### src/rtl/multdiv_seq.sv
// Iterative signed multiply (Booth) / divide (restoring) with start pulse, one-cycle ready pulse, flush and exceptions.
// Define MULTDIV_RADIX4_EN for radix-4 Booth multiply (WIDTH/2 steps); otherwise radix-2 (WIDTH steps).
module multdiv_seq #(
  parameter int WIDTH = 32
) (
  input  logic             clock,
  input  logic             reset,
  input  logic [WIDTH-1:0] data_operandA,
  input  logic [WIDTH-1:0] data_operandB,
  input  logic             ctrl_MULT,
  input  logic             ctrl_DIV,
  input  logic             ctrl_flush,
  output logic [WIDTH-1:0] data_result,
  output logic             data_exception,
  output logic             data_resultRDY,
  output logic             busy
);
  localparam int CW = $clog2(WIDTH + 1);
`ifdef MULTDIV_RADIX4_EN
  localparam int MUL_STEPS = WIDTH / 2;
`else
  localparam int MUL_STEPS = WIDTH;
`endif

  typedef enum logic [1:0] {IDLE, RUN, DONE} state_t;

  state_t           state_q;
  logic [CW-1:0]    cnt_q;
  logic             div_q, neg_q, dz_q, dovf_q, qm1_q;
  logic [WIDTH-1:0] m_q, lo_q;
  logic [WIDTH+1:0] hi_q;

  logic             start;
  logic [WIDTH-1:0] abs_a, abs_b;
  logic [WIDTH+1:0] m_ext, pp, sum, hi_d;
  logic [WIDTH-1:0] lo_d, quot, fin_res;
  logic             qm1_d, fin_exc;
  logic [WIDTH:0]   trial;
  logic [2*WIDTH-1:0] prod;

  assign start = ctrl_MULT | ctrl_DIV;
  assign abs_a = data_operandA[WIDTH-1] ? -data_operandA : data_operandA;
  assign abs_b = data_operandB[WIDTH-1] ? -data_operandB : data_operandB;

  // hi_q carries two guard bits so +-2M partial sums never overflow
  always_comb begin
    m_ext = {{2{m_q[WIDTH-1]}}, m_q};
    pp    = '0;
`ifdef MULTDIV_RADIX4_EN
    case ({lo_q[1:0], qm1_q})
      3'b001, 3'b010: pp = m_ext;
      3'b011:         pp = m_ext << 1;
      3'b100:         pp = -(m_ext << 1);
      3'b101, 3'b110: pp = -m_ext;
      default:        pp = '0;
    endcase
    sum   = hi_q + pp;
    hi_d  = {{2{sum[WIDTH+1]}}, sum[WIDTH+1:2]};
    lo_d  = {sum[1:0], lo_q[WIDTH-1:2]};
    qm1_d = lo_q[1];
`else
    case ({lo_q[0], qm1_q})
      2'b01:   pp = m_ext;
      2'b10:   pp = -m_ext;
      default: pp = '0;
    endcase
    sum   = hi_q + pp;
    hi_d  = {sum[WIDTH+1], sum[WIDTH+1:1]};
    lo_d  = {sum[0], lo_q[WIDTH-1:1]};
    qm1_d = lo_q[0];
`endif
    // Divide: hi_q holds the partial remainder, lo_q shifts dividend out and quotient in
    trial = {hi_q[WIDTH-1:0], lo_q[WIDTH-1]} - {1'b0, m_q};
    if (div_q) begin
      hi_d = '0;
      hi_d[WIDTH-1:0] = trial[WIDTH] ? {hi_q[WIDTH-2:0], lo_q[WIDTH-1]} : trial[WIDTH-1:0];
      lo_d  = {lo_q[WIDTH-2:0], ~trial[WIDTH]};
      qm1_d = 1'b0;
    end

    prod = {hi_q[WIDTH-1:0], lo_q};
    quot = neg_q ? -lo_q : lo_q;
    if (div_q) begin
      fin_res = dz_q ? '0 : quot;
      fin_exc = dz_q | dovf_q;
    end else begin
      fin_res = prod[WIDTH-1:0];
      fin_exc = prod[2*WIDTH-1:WIDTH-1] != {(WIDTH+1){prod[WIDTH-1]}};
    end
  end

  always_ff @(posedge clock or posedge reset) begin
    if (reset) begin
      state_q        <= IDLE;
      cnt_q          <= '0;
      div_q          <= 1'b0;
      neg_q          <= 1'b0;
      dz_q           <= 1'b0;
      dovf_q         <= 1'b0;
      qm1_q          <= 1'b0;
      m_q            <= '0;
      lo_q           <= '0;
      hi_q           <= '0;
      data_result    <= '0;
      data_exception <= 1'b0;
      data_resultRDY <= 1'b0;
      busy           <= 1'b0;
    end else begin
      data_resultRDY <= 1'b0;
      if (start) begin
        state_q <= RUN;
        busy    <= 1'b1;
        div_q   <= ~ctrl_MULT;
        cnt_q   <= ctrl_MULT ? CW'(MUL_STEPS) : CW'(WIDTH);
        hi_q    <= '0;
        qm1_q   <= 1'b0;
        m_q     <= ctrl_MULT ? data_operandA : abs_b;
        lo_q    <= ctrl_MULT ? data_operandB : abs_a;
        neg_q   <= data_operandA[WIDTH-1] ^ data_operandB[WIDTH-1];
        dz_q    <= data_operandB == '0;
        dovf_q  <= (data_operandA == {1'b1, {(WIDTH-1){1'b0}}}) && (data_operandB == '1);
      end else if (ctrl_flush || state_q == DONE) begin
        state_q <= IDLE;
        busy    <= 1'b0;
      end else if (state_q == RUN) begin
        if (cnt_q == '0) begin
          state_q        <= DONE;
          data_result    <= fin_res;
          data_exception <= fin_exc;
          data_resultRDY <= 1'b1;
        end else begin
          hi_q  <= hi_d;
          lo_q  <= lo_d;
          qm1_q <= qm1_d;
          cnt_q <= cnt_q - CW'(1);
        end
      end
    end
  end
endmodule

### config.mk
export PLATFORM = sky130hd
export DESIGN_NAME = multdiv_seq
export DESIGN_NICKNAME = d
export VERILOG_FILES = /design/src/rtl/multdiv_seq.sv
export SDC_FILE = /design/constraint.sdc
export NUM_CORES = 1
export LEC_CHECK = 0
export ABC_CLOCK_PERIOD_IN_PS = 4900
export CAP_MARGIN = 30
export CORE_ASPECT_RATIO = 0.9
export CORE_UTILIZATION = 45
export DETAILED_ROUTE_END_ITERATION = 16
export PLACE_DENSITY = 0.77
export RECOVER_POWER = 100
export SETUP_SLACK_MARGIN = 0.3
export SYNTH_ARGS = -nofsm -noshare
export SYNTH_HDL_FRONTEND = slang
export SYNTH_SLANG_ARGS = --single-unit
### constraint.sdc
create_clock -name clock -period 4.9 [get_ports clock]
set_input_delay 0.98 -clock clock [delete_from_list [all_inputs] [get_ports clock]]
set_output_delay 0.98 -clock clock [all_outputs]
set_load 0.05 [all_outputs]
==> key figures <==
STA
  • Fin crit share: 0.9098
  • Fmax: 224.3 MHz
  • Final setup vio count: 0
  • Rel. slew slack: -0.3678
  • RSZ-0062 raised after global routing: no
  • Fin Setup TNS: 0 ps
  • Max Transition Viols Final: 282
  • Hold Violations, Final: 0
  • Final min period: 4458 ps
  • Final Skew: 17.57 ps
  • Worst Max-Slew Pin Slew: 2052 ps

Global route
  • Gr usage total: 0.3023
  • Vias in the first global route: 13700
  • Initial antenna violation count: 2
  • Global-route wire length before repair: 75820 um
  • Total grt overflow: 0
  • Largest net degree at the start of global routing: 87

Synth
  • Primary FF master, synth: dfrtp_1
  • Mapped Nets: 2002
  • Cells after Synth: 1857
  • Seq cells post-synth: 145
  • Synth warn: 0
  • Seq/Total Area, Yosys: 0.2616
  • Syn avg cell area: 7.469 um^2
  • Post-synth EDFFs: 0
  • Post-Syn Area: 13870 um^2
  • Async SR Flop Fraction: 1.000
  • Distinct cells, synth: 74

Route
  • Pre-Repair DR Iteration Count: 8
  • Initial DRC count: 1791
  • DR DRC count: 0
  • Final ANT Viol Nets: 0
  • Routed vias: 14920
  • Routed length per instance: 20.68 um
  • Vias/cell: 6.446
  • DRT Wirelength: 47870 um

CTS
  • Worst-path clk slew: 60 ps
  • Max Root-Sink Buffers: 2
  • CTS tree: yes
  • Later-pin clock latency in the skew report: 450 ps
  • Cts bufs inserted: 17
  • # H-tree levels: 4
  • Num Clock Sinks: 145
  • Root buf cell: clkbuf_16

Critical path
  • WS Path Type: in -> reg
  • CP bufs+invs: 2
  • Max stage delay on crit path: 1380 ps
  • Critical-path top delay cell: clkbuf_1
  • Flop2flop setup slack: 460 ps
  • Req. time, crit path: 5210 ps
  • Arr. time, crit path: 4770 ps
  • Startpoint types: input port
  • Critical path depth in cells: 6
  • Worst r2r path cells: 20
  • Crit-path max FO: 44
  • Delay-heaviest family, CP: simple AND/OR/NAND/NOR gates
  • Worst setup EP type: register
  • Critical path, cell by cell: clkbuf_1 > nor2_1 > nand3_1 > inv_1 > o21ai_0 > nand2_1

Power
  • VDD IR max: 286.4 uV
  • Power Density: 273.8 nW/um^2
  • LEAKAGE: 6.802 nW

Flow run
  • Max-Cap Viols: 5

Placed design
  • PortBufs: 103
  • Placed Cells: 2280
  • Routability cong.: 1.001
  • Post-DP HPWL: 35170 um

Status
  • Failing checks: capacitance limit, slew limit
  • Outcome: complete, but fails checks

Die
  • Die area: 31530 um^2
  • Die width: 187.1 um
  • Site Rows: 60
  • Core ar.: 30100 um^2
  • IO Pins: 104
  • Die H: 168.6 um
  • Starting density of the core: 0.4608

Min path
  • Min-delay worst type: reg -> reg
  • Min-Delay Path Depth: 2

Cells and area
  • Non-Filler Instances: 2315
  • Commonest non-fill, non-tap cell in the layout: nand2_1
  • Nets: 2044
  • Area grow syn2layout: 14.12%
  • Highest-count cells in the layout ignoring fill and taps: nand2_1 (258), o21ai_0 (235), a21oi_1 (144), dfrtp_1 (144), nor2_1 (137)
  • Fillers: 2908
  • Ant. Diodes: 0
  • Layout cells sized above 1: 0.04812
Yosys cell counts (6+ instances only):
cell type / n / area share
nor3_1: 43 / 0.016
clkbuf_1: 93 / 0.025
nor2b_1: 24 / 0.011
xnor2_1: 60 / 0.038
mux2i_1: 44 / 0.032
o21ai_0: 232 / 0.084
nor4_1: 22 / 0.0099
a21oi_1: 144 / 0.052
a22oi_1: 22 / 0.012
a31oi_1: 18 / 0.0081
or4_1: 8 / 0.0043
a311oi_1: 15 / 0.0095
buf_1: 15 / 0.0041
nand2b_1: 21 / 0.0095
ha_1: 74 / 0.067
a21o_1: 38 / 0.021
o211ai_1: 8 / 0.0043
o31a_1: 13 / 0.0082
a211oi_1: 31 / 0.017
or3_1: 16 / 0.0072
nor2_1: 140 / 0.038
nand2_1: 258 / 0.070
nand4_1: 29 / 0.013
and3_1: 12 / 0.0054
o21a_1: 11 / 0.0060
dfrtp_1: 145 / 0.26
o221ai_1: 9 / 0.0057
xor2_1: 57 / 0.036
o31ai_1: 26 / 0.014
or2_2: 6 / 0.0027
o22ai_1: 19 / 0.0086
inv_1: 65 / 0.018
nand3_1: 32 / 0.012
o41ai_1: 11 / 0.0069
state kept, by name, indices dropped and copies added, names as in the netlist, 2 cells and up:
name and count:
state_q 2, m_q 32, data_result 32, lo_q 32
cnt_q 6, hi_q 33
metal layers:
layer / wire length [um] / vias up / global-route usage
met4: 1313 / 2 / 0.1073
li1: - / 6862 / -
met5: 13 / - / 0
met2: 20040 / 817 / 0.4358
met3: 5134 / 100 / 0.07340
met1: 21380 / 7141 / 0.4357
layout make-up:
| class | instances | area (um^2) | area share |
|---|---|---|---|
| inverters | 66 | 249.0 | 0.01573 |
| clock buffers | 23 | 488.0 | 0.03083 |
| flip-flops and latches | 145 | 3630 | 0.2293 |
| multi-input cells | 1530 | 9518 | 0.6013 |
| clock inverters | 9 | 127.6 | 0.008063 |
| well taps | 403 | 504.2 | 0.03186 |
| repair buffers | 139 | 1313 | 0.08292 |
tightest hold or removal path, stage by stage, from the launching register on:
cell	delay [ps]
dfrtp_1	340
nand2_1	40
o21ai_0	60
path summary, 6_finish.rpt:
| kind | end | from |
|---|---|---|
| hold / removal | data_result[9] | data_result[9] |
| setup / recovery | data_result[28] | ctrl_DIV |
| hold reg to reg | data_result[9] | data_result[9] |
| min in group asynchronous | data_result[7] | reset |
| max in group asynchronous | hi_q[19] | reset |
| setup reg to reg | hi_q[29] | m_q[1] |
metrics by stage:
stage                     hold WS (ps)  power (mW)  setup WS (ps)    util  area [um^2]
final                            475.5       4.334          441.8  0.5258        15830
after global routing             503.7       4.530          156.8  0.5258        15830
after CTS                        483.8       4.325          359.0  0.5276        15880
after detailed placement         470.2       2.924          339.2  0.5071        15270
after global placement           465.0       2.898          379.0  0.5071        15270
after floorplan                  443.6       2.441          856.1       -        13870
logic make-up after synthesis:
| kind of cell | count (synthesis) | synth area share |
|---|---|---|
| AO/OA/AOI/OAI | 650 | 0.2908 |
| XOR/XNOR | 118 | 0.07505 |
| adder cells (fa/ha/maj) | 76 | 0.06964 |
| buffers and inverters | 182 | 0.05015 |
| flip-flops | 145 | 0.2616 |
| multiplexers | 48 | 0.03500 |
| AND/OR/NAND/NOR | 638 | 0.2178 |
power breakdown:
part	switching (mW)	internal (mW)	leakage (nW)
Combinational	0.934	0.521	4.63
Sequential	0.156	1.32	1.86
Clock	0.550	0.854	0.307
Total	1.64	2.69	6.80
timing repair:
item	4_1_cts	5_1_grt
setup endpoints to repair	2	13
gates resized for setup	1	10
pin swaps	0	2
hold buffers	0	0
cloned	0	0
setup buffers	0	1
No activity file was read; power rests on OpenSTA's default activity.
